--- config.mk ---
export PLATFORM = sky130hd
export DESIGN_NAME = matrix_skew_feeder
export DESIGN_NICKNAME = d
export VERILOG_FILES = /design/src/rtl/matrix_skew_feeder.sv
export SDC_FILE = /design/constraint.sdc
export NUM_CORES = 1
export LEC_CHECK = 0
export CORE_MARGIN = 2
export CORE_UTILIZATION = 47
export DETAILED_ROUTE_END_ITERATION = 7
export PLACE_DENSITY = 0.65
export SLEW_MARGIN = 20
export SYNTH_ARGS = -nofsm -noshare
export SYNTH_HDL_FRONTEND = slang
export SYNTH_SLANG_ARGS = --single-unit
--- constraint.sdc ---
create_clock -name clk -period 8.91 [get_ports clk]
set_clock_uncertainty 0.15 [all_clocks]
set_input_delay 1.782 -clock clk [delete_from_list [all_inputs] [get_ports clk]]
set_output_delay 1.782 -clock clk [all_outputs]
set_load 0.1 [all_outputs]
--- src/rtl/matrix_skew_feeder.sv ---
// rtl/matrix_skew_feeder.sv - buffers one NxN matrix and replays it diagonally skewed
// Loads N*N row-major words, then emits 2N-1 steps where lane i lags by i steps.
module matrix_skew_feeder #(
  parameter int WIDTH = 16,
  parameter int N     = 4
) (
  input  logic                 clk,
  input  logic                 rst_n,
  input  logic [WIDTH-1:0]     in_data,
  input  logic                 in_valid,
  output logic                 in_ready,
  input  logic                 feed_en,
  output logic [N*WIDTH-1:0]   out_data,
  output logic                 out_valid,
  output logic                 done
);

  localparam int KW = $clog2(N*N);
  localparam int TW = $clog2(2*N-1);
  localparam logic [KW-1:0] K_LAST = KW'(N*N-1);
  localparam logic [TW-1:0] T_LAST = TW'(2*N-2);

  typedef enum logic {S_LOAD, S_FEED} state_t;

  state_t               state_q, state_d;
  logic [KW-1:0]        k_q, k_d;
  logic [TW-1:0]        t_q, t_d;
  logic [N*WIDTH-1:0]   out_data_q, out_data_d;
  logic                 out_valid_q, out_valid_d;
  logic                 done_q, done_d;
  logic [WIDTH-1:0]     mem_q [N*N];

  assign in_ready  = (state_q == S_LOAD);
  assign out_data  = out_data_q;
  assign out_valid = out_valid_q;
  assign done      = done_q;

  // Storage is flat row-major, so the load index addresses it directly.
  always_ff @(posedge clk) begin
    if (rst_n && state_q == S_LOAD && in_valid) begin
      mem_q[k_q] <= in_data;
    end
  end

  always_ff @(posedge clk) begin
    if (!rst_n) begin
      state_q     <= S_LOAD;
      k_q         <= '0;
      t_q         <= '0;
      out_data_q  <= '0;
      out_valid_q <= 1'b0;
      done_q      <= 1'b0;
    end else begin
      state_q     <= state_d;
      k_q         <= k_d;
      t_q         <= t_d;
      out_data_q  <= out_data_d;
      out_valid_q <= out_valid_d;
      done_q      <= done_d;
    end
  end

  always_comb begin
    state_d     = state_q;
    k_d         = k_q;
    t_d         = t_q;
    out_data_d  = '0;
    out_valid_d = 1'b0;
    done_d      = 1'b0;
    case (state_q)
      S_LOAD: begin
        if (in_valid) begin
          if (k_q == K_LAST) begin
            state_d = S_FEED;
            k_d     = '0;
            t_d     = '0;
          end else begin
            k_d = k_q + KW'(1);
          end
        end
      end
      S_FEED: begin
        if (feed_en) begin
          // Lane i shows column t-i of row i while that column exists, else zero pad.
          for (int i = 0; i < N; i++) begin
            if (int'(t_q) >= i && int'(t_q) - i < N) begin
              out_data_d[i*WIDTH +: WIDTH] = mem_q[KW'(i*N + int'(t_q) - i)];
            end
          end
          out_valid_d = 1'b1;
          if (t_q == T_LAST) begin
            done_d  = 1'b1;
            state_d = S_LOAD;
            k_d     = '0;
            t_d     = '0;
          end else begin
            t_d = t_q + TW'(1);
          end
        end
      end
      default: state_d = S_LOAD;
    endcase
  end

endmodule
==> results.sh, run 1 <==
export IMPL_vdd_drop_max_v=0.0001490
export IMPL_period_minus_slack_ns=4.565
export IMPL_synth_largest_area_cell="edfxtp_1"
export IMPL_clock_power_share_pct=48.9
export IMPL_yosys_register_bits=330
export IMPL_ys_warn_count=0
export IMPL_yosys_top_cells_count="256 x edfxtp_1, 156 x mux4_2, 74 x dfxtp_1"
export IMPL_fp_dieH_um=181.7
export IMPL_start_kind="primary input"
export IMPL_fin_area_mm2=0.01744
export IMPL_ant_nets=0
export IMPL_synth_edf_count=256
export IMPL_clk_path_buf_depth=3
export IMPL_rsz0062_at_grt="no"
export IMPL_root_buffer="clkbuf_16"
export IMPL_grt_max_degree=62
export IMPL_clock_sinks=330
export IMPL_swShare_pct=18.68
export IMPL_worst_pin_slew_ns=1.174
export IMPL_synth_nets=852
export IMPL_slew_viol_final=0
export IMPL_syn_inst=818
export IMPL_design_power_total_w=0.003356
export IMPL_netlist_area_mm2=0.01484
export IMPL_slew_limit_headroom_pct=21.59
export IMPL_drtPass1Iterations=5
export IMPL_dpl_cell_area_mm2=0.01611
export IMPL_crit_arrival_ns=4.82
export IMPL_io_buffer_count=86
export IMPL_async_flop_share_pct=0
export IMPL_cts_tree="built"
export IMPL_htree_levels=2
export IMPL_drv_cap=0
export IMPL_power_switching_w=0.0006270
export IMPL_die_w_um=181.7
export IMPL_post_route_period_util_pct=51.23
export IMPL_antenna_found_initial=0
export IMPL_critical_path_peak_fanout=21
export IMPL_vias=8442
export IMPL_synthFlopType="edfxtp_1"
export IMPL_leakage_nw=5.513
export IMPL_power_density_mw_per_mm2=192.4
export IMPL_fin_nets=940
export IMPL_synth_avg_cell_area_um2=18.14
export IMPL_via_per_inst=6.314
export IMPL_setup_viol=0
export IMPL_grt_pass1_vias=8682
export IMPL_antenna_cells=0
export IMPL_synth_most_common_cell="edfxtp_1"
export IMPL_ios=87
export IMPL_coreArea_mm2=0.03131
export IMPL_synthTopCellsByArea="edfxtp_1 52%, mux4_2 24%, dfxtp_1 10%, mux2i_1 2.2%, a22oi_1 1.2%"
export IMPL_clock_fmax_ghz=0.2191
export IMPL_synth_cell_types=38
export IMPL_setup_tns_ns=0
export IMPL_dp_cells=1269
export IMPL_hold_buffers=0
export IMPL_clk_pin_slew_ns=0.06
export IMPL_comb_power_share_pct=1.3
export IMPL_area_growth_syn_to_layout_pct=17.53
export IMPL_fin_cells=1337
export IMPL_required_ns=9.16
export IMPL_post_route_drc_count=0
export IMPL_drt_iter0_drc=833
export IMPL_synth_top_area_share_pct=51.80
export IMPL_setup_worst_path_class="in2reg"
export IMPL_finalWirelength_mm=37.67
export IMPL_postCtsSetupBuffers=0
export IMPL_yosysSeqAreaShare_pct=61.78
export IMPL_p_seq_share_pct=49.7
export IMPL_grt_pass1_wl_mm=56.32
export IMPL_dp_hpwl_mm=22.61
export IMPL_crit_path_end_kind="flop"
export IMPL_wl_per_cell_um=28.17
export IMPL_num_rows=65
export IMPL_min_delay_path_class="reg2reg"
export IMPL_die_area_mm2=0.03301
export IMPL_layout_drive_gt1_share_pct=28.24
export IMPL_cts_buffers_inserted=37
export IMPL_start_util_pct=47.40
export IMPL_internal_power_w=0.002729
export IMPL_cts_repair_resized=0
export IMPL_final_hold_viol_count=0
export IMPL_status="finished clean"
export IMPL_overflow=0
export IMPL_insertion_delay_ns=0.52
export IMPL_hold_ws_ns=0.3776
export IMPL_grt_use_total_pct=23.42
export IMPL_place_congestion=0.8042
[final timing paths]
check / startpoint / endpoint / slack (ns) / cells past startpoint
min reg2reg: k_q[1] / k_q[1] / 0.38 / 2
min: k_q[1] / k_q[1] / 0.38 / 2
max: rst_n / out_data[62] / 4.35 / 4
max reg2reg: t_q[0] / out_data[48] / 4.89 / 6
[sequential cells by signal (all words and copies together), names as in the netlist]
signal	cells
k_q	4
out_data	64
mem_q	256
state_q	1
done	1
t_q	3
out_valid	1
[worst max-delay path, stage by stage]
cell	delay (ns)
clkdlybuf4s50_1	0.68
and3_1	0.94
nand2_1	0.93
a211oi_1	0.46
[cell usage in the layout, fill, tap and decap left out, types with 5 or more instances in the layout]
cell type,instances
a211oi_1,20
a21oi_1,14
a22oi_1,24
a311oi_1,10
and3_1,20
buf_4,25
bufinv_16,7
clkbuf_1,10
clkbuf_16,39
clkbuf_8,5
clkdlybuf4s50_1,86
dfxtp_1,72
edfxtp_1,256
ha_1,13
inv_1,6
mux2i_1,33
mux4_2,156
nand2_1,28
nand2b_1,5
nand3_1,9
nor2_1,23
nor2_2,13
o21ai_0,5
o22ai_1,16
[cell families (layout without fill, tap and decap cells)]
kind of cell	Yosys count	after routing	share of synthesized area (%)
mux	189	189	25.90
flops	330	330	61.78
xor+xnor	2	2	0.1181
buf+inv	70	187	2.664
compound gates	100	100	4.789
simple gates	113	113	3.566
fa+ha+maj	14	14	1.180
[area by class of cell]
type | instances | area (um2)
clock buffer | 54 | 1082
timing repair buffer | 111 | 1049
sequential | 330 | 9176
clock inverter | 14 | 254.0
multi-input combinational | 418 | 5348
inverter | 8 | 30.03
tap | 402 | 503.0
fill | 2383 | 13870
[metal layers]
layer	wire (um)	vias up	track usage (%)
li1	-	3593	-
met1	14690	4358	31.69
met2	18770	422	39.02
met3	3189	69	4.392
met4	1022	0	6.992
met5	0	-	0
[per-stage QoR]
step                      worst slack, ns  utilization [%]
final                               4.345            55.70
after global placement              4.023            51.44
after floorplan                     4.920                -
after detailed placement            3.851            51.44
after CTS                           4.431            55.70
after global routing                4.150            55.70
[power groups by stage]
| stage | Clock (W) | Combinational (W) | Sequential (W) |
|---|---|---|---|
| finish | 0.00164 | 0.0000439 | 0.00167 |
| global route | 0.00173 | 0.0000483 | 0.00167 |
| CTS | 0.00167 | 0.0000440 | 0.00167 |
| detailed placement | 0 | 0.0000439 | 0.00170 |
| global placement | 0 | 0.0000433 | 0.00170 |
| floorplan | 0 | 0.0000137 | 0.00170 |
Note: power is estimated with default switching activity, not from simulation.
==> run 2: changes to the inputs <==
PLACE_DENSITY = 0.68   (was 0.65)
clock period = 4 ns   (was 8.91 ns; I/O delays follow)
==> run 2 against run 1 <==
Effect of this change:
- cell count grew 0.67%
- non-clock buffer count grew 15
- first-iteration DRC count up 19%
- critical path type is now reg2out
- largest power group unchanged
- combinational power is 130% higher
- largest cell class unchanged
- flip-flop and latch count stayed put
- die area did not move
- sequential power grew 120%
- total power grew 110%
- worst setup slack got worse by 3.4 ns
==> results.sh, run 2 (same netlist as run 1, synthesis figures left out) <==
export IMPL_status="finished clean"
export IMPL_place_congestion=0.8113
export IMPL_final_cell_mix="256 x edfxtp_1, 156 x mux4_2, 86 x clkdlybuf4s50_1"
export IMPL_via_per_inst=6.415
export IMPL_finalWirelength_mm=38.86
export IMPL_cts_tree="built"
export IMPL_dp_hpwl_mm=25.63
export IMPL_clk_pin_slew_ns=0.06
export IMPL_top_register="mem_q"
export IMPL_layout_drive_gt1_share_pct=28.81
export IMPL_grt_pass1_vias=8984
export IMPL_htree_levels=2
export IMPL_period_minus_slack_ns=3.024
export IMPL_fp_dieH_um=181.7
export IMPL_setup_tns_ns=0
export IMPL_wl_per_cell_um=28.87
export IMPL_insertion_delay_ns=0.51
export IMPL_post_route_period_util_pct=75.60
export IMPL_start_util_pct=47.40
export IMPL_drtPass1Iterations=6
export IMPL_cts_repair_resized=0
export IMPL_crit_arrival_ns=2.07
export IMPL_clock_sinks=330
export IMPL_slew_viol_final=0
export IMPL_cpMaxStageDelayCell="clkdlybuf4s50_1"
export IMPL_io_buffer_count=86
export IMPL_ant_nets=0
export IMPL_cp_num_buf_inv=1
export IMPL_grt_max_degree=49
export IMPL_vdd_drop_max_v=0.0003322
export IMPL_rsz0062_at_grt="no"
export IMPL_die_area_mm2=0.03301
export IMPL_setup_worst_path_class="reg2out"
export IMPL_required_ns=3.05
export IMPL_setup_viol=0
export IMPL_coreArea_mm2=0.03131
export IMPL_grt_use_total_pct=24.03
export IMPL_die_w_um=181.7
export IMPL_slew_limit_headroom_pct=22.72
export IMPL_fin_nets=952
export IMPL_worst_pin_slew_ns=1.159
export IMPL_crit_chain="clkdlybuf4s50_1"
export IMPL_area_growth_syn_to_layout_pct=17.17
export IMPL_final_common_cell="edfxtp_1"
export IMPL_design_power_total_w=0.006963
export IMPL_fin_area_mm2=0.01739
export IMPL_drt_iter0_drc=989
export IMPL_post_route_drc_count=0
export IMPL_critical_path_peak_fanout=1
export IMPL_antenna_found_initial=0
export IMPL_root_buffer="clkbuf_16"
export IMPL_critical_path_max_stage_delay_ns=1.16
export IMPL_critPathTopFamily="buffers and inverters"
export IMPL_dpl_cell_area_mm2=0.01626
export IMPL_num_rows=65
export IMPL_drv_cap=0
export IMPL_crit_path_end_kind="output pin"
export IMPL_clock_fmax_ghz=0.3307
export IMPL_postCtsSetupBuffers=0
export IMPL_min_delay_path_class="reg2reg"
export IMPL_hold_buffers=0
export IMPL_cts_buffers_inserted=34
export IMPL_overflow=0
export IMPL_power_density_mw_per_mm2=400.4
export IMPL_start_kind="flop"
export IMPL_antenna_cells=0
export IMPL_final_hold_viol_count=0
export IMPL_leakage_nw=5.500
export IMPL_grt_pass1_wl_mm=57.63
export IMPL_ios=87
export IMPL_vias=8635
export IMPL_largest_register_ffs=256
export IMPL_clk_path_buf_depth=3
[run 2: cell count changes in the layout (fill, tap and decap cells not counted), moves of 2 or more]
cell       previous run  this run
clkinv_1              1         3
clkbuf_16            39        37
clkbuf_1             10         7
bufinv_16             7         0
buf_4                25        36
buf_12                0         4
clkbuf_8              5         9
[run 2: worst paths after layout]
path	start	to	slack (ns)	depth (start not counted)
setup reg to reg	t_q[1]	out_data[45]	1.07	5
setup / recovery	out_data[18]	out_data[18]	0.98	1
hold / removal	k_q[1]	k_q[1]	0.36	2
hold reg to reg	k_q[1]	k_q[1]	0.36	2
[run 2: through the flow]
stage	hold WS, ns	cells	setup WS (ns)	util (%)
2_1_floorplan	0.3317	818	0.9925	-
5_1_grt	0.4104	1346	0.8825	55.54
3_3_place_gp	0.3559	1284	0.6686	51.94
4_1_cts	0.3674	1346	0.9625	55.54
6_report	0.3629	1346	0.9761	55.54
3_5_place_dp	0.3585	1284	0.6621	51.94
[run 2: per-layer routing]
layer / up-vias / share of wire, % / global-route usage (%)
met5: - / 0 / 0
li1: 3617 / - / -
met2: 436 / 51 / 41.00
met3: 78 / 7.6 / 3.470
met4: 0 / 3.6 / 8.943
met1: 4504 / 38 / 31.63
[run 2: final cells by class]
| class | count | area, um2 |
|---|---|---|
| Fill cell | 2402 | 13920 |
| Sequential cell | 330 | 9176 |
| Multi-Input combinational cell | 418 | 5343 |
| Timing Repair Buffer | 126 | 1211 |
| Clock buffer | 53 | 1076 |
| Tap cell | 402 | 503.0 |
| Clock inverter | 9 | 50.05 |
| Inverter | 8 | 30.03 |
[run 2: report_power, final]
part	total, W	leakage (nW)	switching (W)	internal (W)
Sequential	0.00372	2.90	0.0000119	0.00371
Clock	0.00314	0.548	0.00129	0.00185
Combinational	0.000103	2.05	0.0000665	0.0000360
Total	0.00696	5.50	0.00137	0.00560
==> run 3: changes to the inputs <==
clock period = 2.7 ns   (was 4 ns; I/O delays follow)
==> run 3 against run 2 <==
Effect of this change:
- worst hold slack better by 0.0052 ns
- final area is 1.7% higher
- critical path type is now reg2reg
- clock power rose by 55%
- wire length shrank 2.1%
- register-to-register slack got worse by 0.97 ns
- combinational power increased by 49%
- utilization grew 0.96 points
==> results.sh, run 3 (same netlist as run 1, synthesis figures left out) <==
export IMPL_start_util_pct=47.40
export IMPL_fin_util_pct=56.50
export IMPL_cts_tree="built"
export IMPL_hold_buffers=0
export IMPL_clock_sinks=330
export IMPL_wl_per_cell_um=27.45
export IMPL_setup_worst_path_class="reg2reg"
export IMPL_drv_cap=0
export IMPL_layout_setup_ws_ns=0.09994
export IMPL_vias=8798
export IMPL_grt_pass1_vias=8835
export IMPL_required_ns=2.89
export IMPL_largest_register_ffs=256
export IMPL_cts_repair_resized=0
export IMPL_htree_levels=2
export IMPL_r2r_setup_slack_ns=0.1
export IMPL_area_growth_syn_to_layout_pct=19.21
export IMPL_leakage_nw=5.876
export IMPL_seqCellArea_mm2=0.009176
export IMPL_min_delay_path_class="reg2reg"
export IMPL_grt_pass1_wl_mm=56.47
export IMPL_multi_input_area_mm2=0.005341
export IMPL_dpl_cell_area_mm2=0.01650
export IMPL_fin_area_mm2=0.01769
export IMPL_hold_ws_ns=0.3680
export IMPL_dp_hpwl_mm=25.30
export IMPL_layout_drive_gt1_share_pct=38.11
export IMPL_root_buffer="clkbuf_16"
export IMPL_ios=87
export IMPL_overflow=0
export IMPL_slew_viol_final=0
export IMPL_final_common_cell="edfxtp_1"
export IMPL_clk_path_buf_depth=3
export IMPL_finalWirelength_mm=38.05
export IMPL_coreArea_mm2=0.03131
export IMPL_cts_buffers_inserted=36
export IMPL_rsz0062_at_grt="no"
export IMPL_grt_max_degree=73
export IMPL_status="finished clean"
export IMPL_postCtsSetupBuffers=0
export IMPL_crit_path_end_kind="flop"
export IMPL_vdd_drop_max_v=0.0005211
export IMPL_place_congestion=0.8629
export IMPL_fp_dieH_um=181.7
export IMPL_die_area_mm2=0.03301
export IMPL_grt_use_total_pct=23.36
export IMPL_final_hold_viol_count=0
export IMPL_insertion_delay_ns=0.52
export IMPL_start_kind="flop"
export IMPL_post_route_drc_count=0
export IMPL_place_ws_ns=-0.04925
export IMPL_final_cell_mix="256 x edfxtp_1, 156 x mux4_2, 128 x buf_4"
export IMPL_io_buffer_count=86
export IMPL_clk_pin_slew_ns=0.05
export IMPL_via_per_inst=6.348
export IMPL_antenna_cells=0
export IMPL_slew_limit_headroom_pct=22.01
export IMPL_dp_cells=1320
export IMPL_crit_arrival_ns=2.79
export IMPL_critical_path_peak_fanout=6
export IMPL_drt_iter0_drc=915
export IMPL_fill_cells=2346
export IMPL_num_rows=65
export IMPL_top_register="mem_q"
export IMPL_ant_nets=0
export IMPL_worst_pin_slew_ns=1.167
export IMPL_die_w_um=181.7
export IMPL_fin_nets=990
export IMPL_post_route_period_util_pct=96.30
export IMPL_setup_viol=0
export IMPL_period_minus_slack_ns=2.600
export IMPL_drtPass1Iterations=6
export IMPL_power_density_mw_per_mm2=595.8
export IMPL_fin_cells=1386
export IMPL_clock_fmax_ghz=0.3846
export IMPL_antenna_found_initial=1
[run 3: cell types whose count changed in the layout (fill, tap and decap cells not counted), moves of 2 or more]
cell / before / now
buf_12: 4 / 15
buf_4: 36 / 128
clkbuf_1: 7 / 13
clkdlybuf4s50_1: 86 / 19
clkinv_1: 3 / 1
clkinv_2: 4 / 2
clkinvlp_4: 3 / 1
inv_6: 0 / 2
[run 3: final timing paths]
| check | start | to | depth (start not counted) |
|---|---|---|---|
| setup / recovery | t_q[1] | out_data[21] | 7 |
| hold / removal | k_q[1] | k_q[1] | 2 |
| setup reg to reg | t_q[1] | out_data[21] | 7 |
| hold reg to reg | k_q[1] | k_q[1] | 2 |
[run 3: power by group]
part | switching [W] | internal [W]
registers | 0.0000166 | 0.00549
logic | 0.0000950 | 0.0000583
clock network | 0.00194 | 0.00294
[run 3: metrics by stage]
stage / power, W / TNS [ns]
5_1_grt: 0.01085 / 0
4_1_cts: 0.01061 / 0
3_3_place_gp: 0.005767 / -0.01382
2_1_floorplan: 0.005658 / 0
3_5_place_dp: 0.005771 / -0.04925
6_report: 0.01054 / 0
[run 3: routing by layer]
metal  share of wire [%]  track usage [%]  routed length (um)  vias to the layer above
li1                    -                -                   -                     3701
met1                  39            31.71               14760                     4559
met2                  49            38.30               18820                      456
met3                 8.1            4.071                3081                       80
met4                 3.6            8.520                1378                        2
met5               0.034                0                  13                        -
[run 3: critical path: stages (launching register included)]
cell,delay (ns)
dfxtp_4,0.37
clkinv_2,0.10
buf_4,0.19
ha_1,0.22
a21boi_1,0.13
o221ai_1,0.47
or2_0,0.58
o22ai_1,0.22
[run 3: cell type report]
class / instances / area share, %
Multi-Input combinational cell: 418 / 30.19
Timing Repair Buffer: 162 / 8.204
Inverter: 8 / 0.1768
Clock inverter: 6 / 0.3607
Sequential cell: 330 / 51.87
Clock buffer: 60 / 6.351
Tap cell: 402 / 2.843
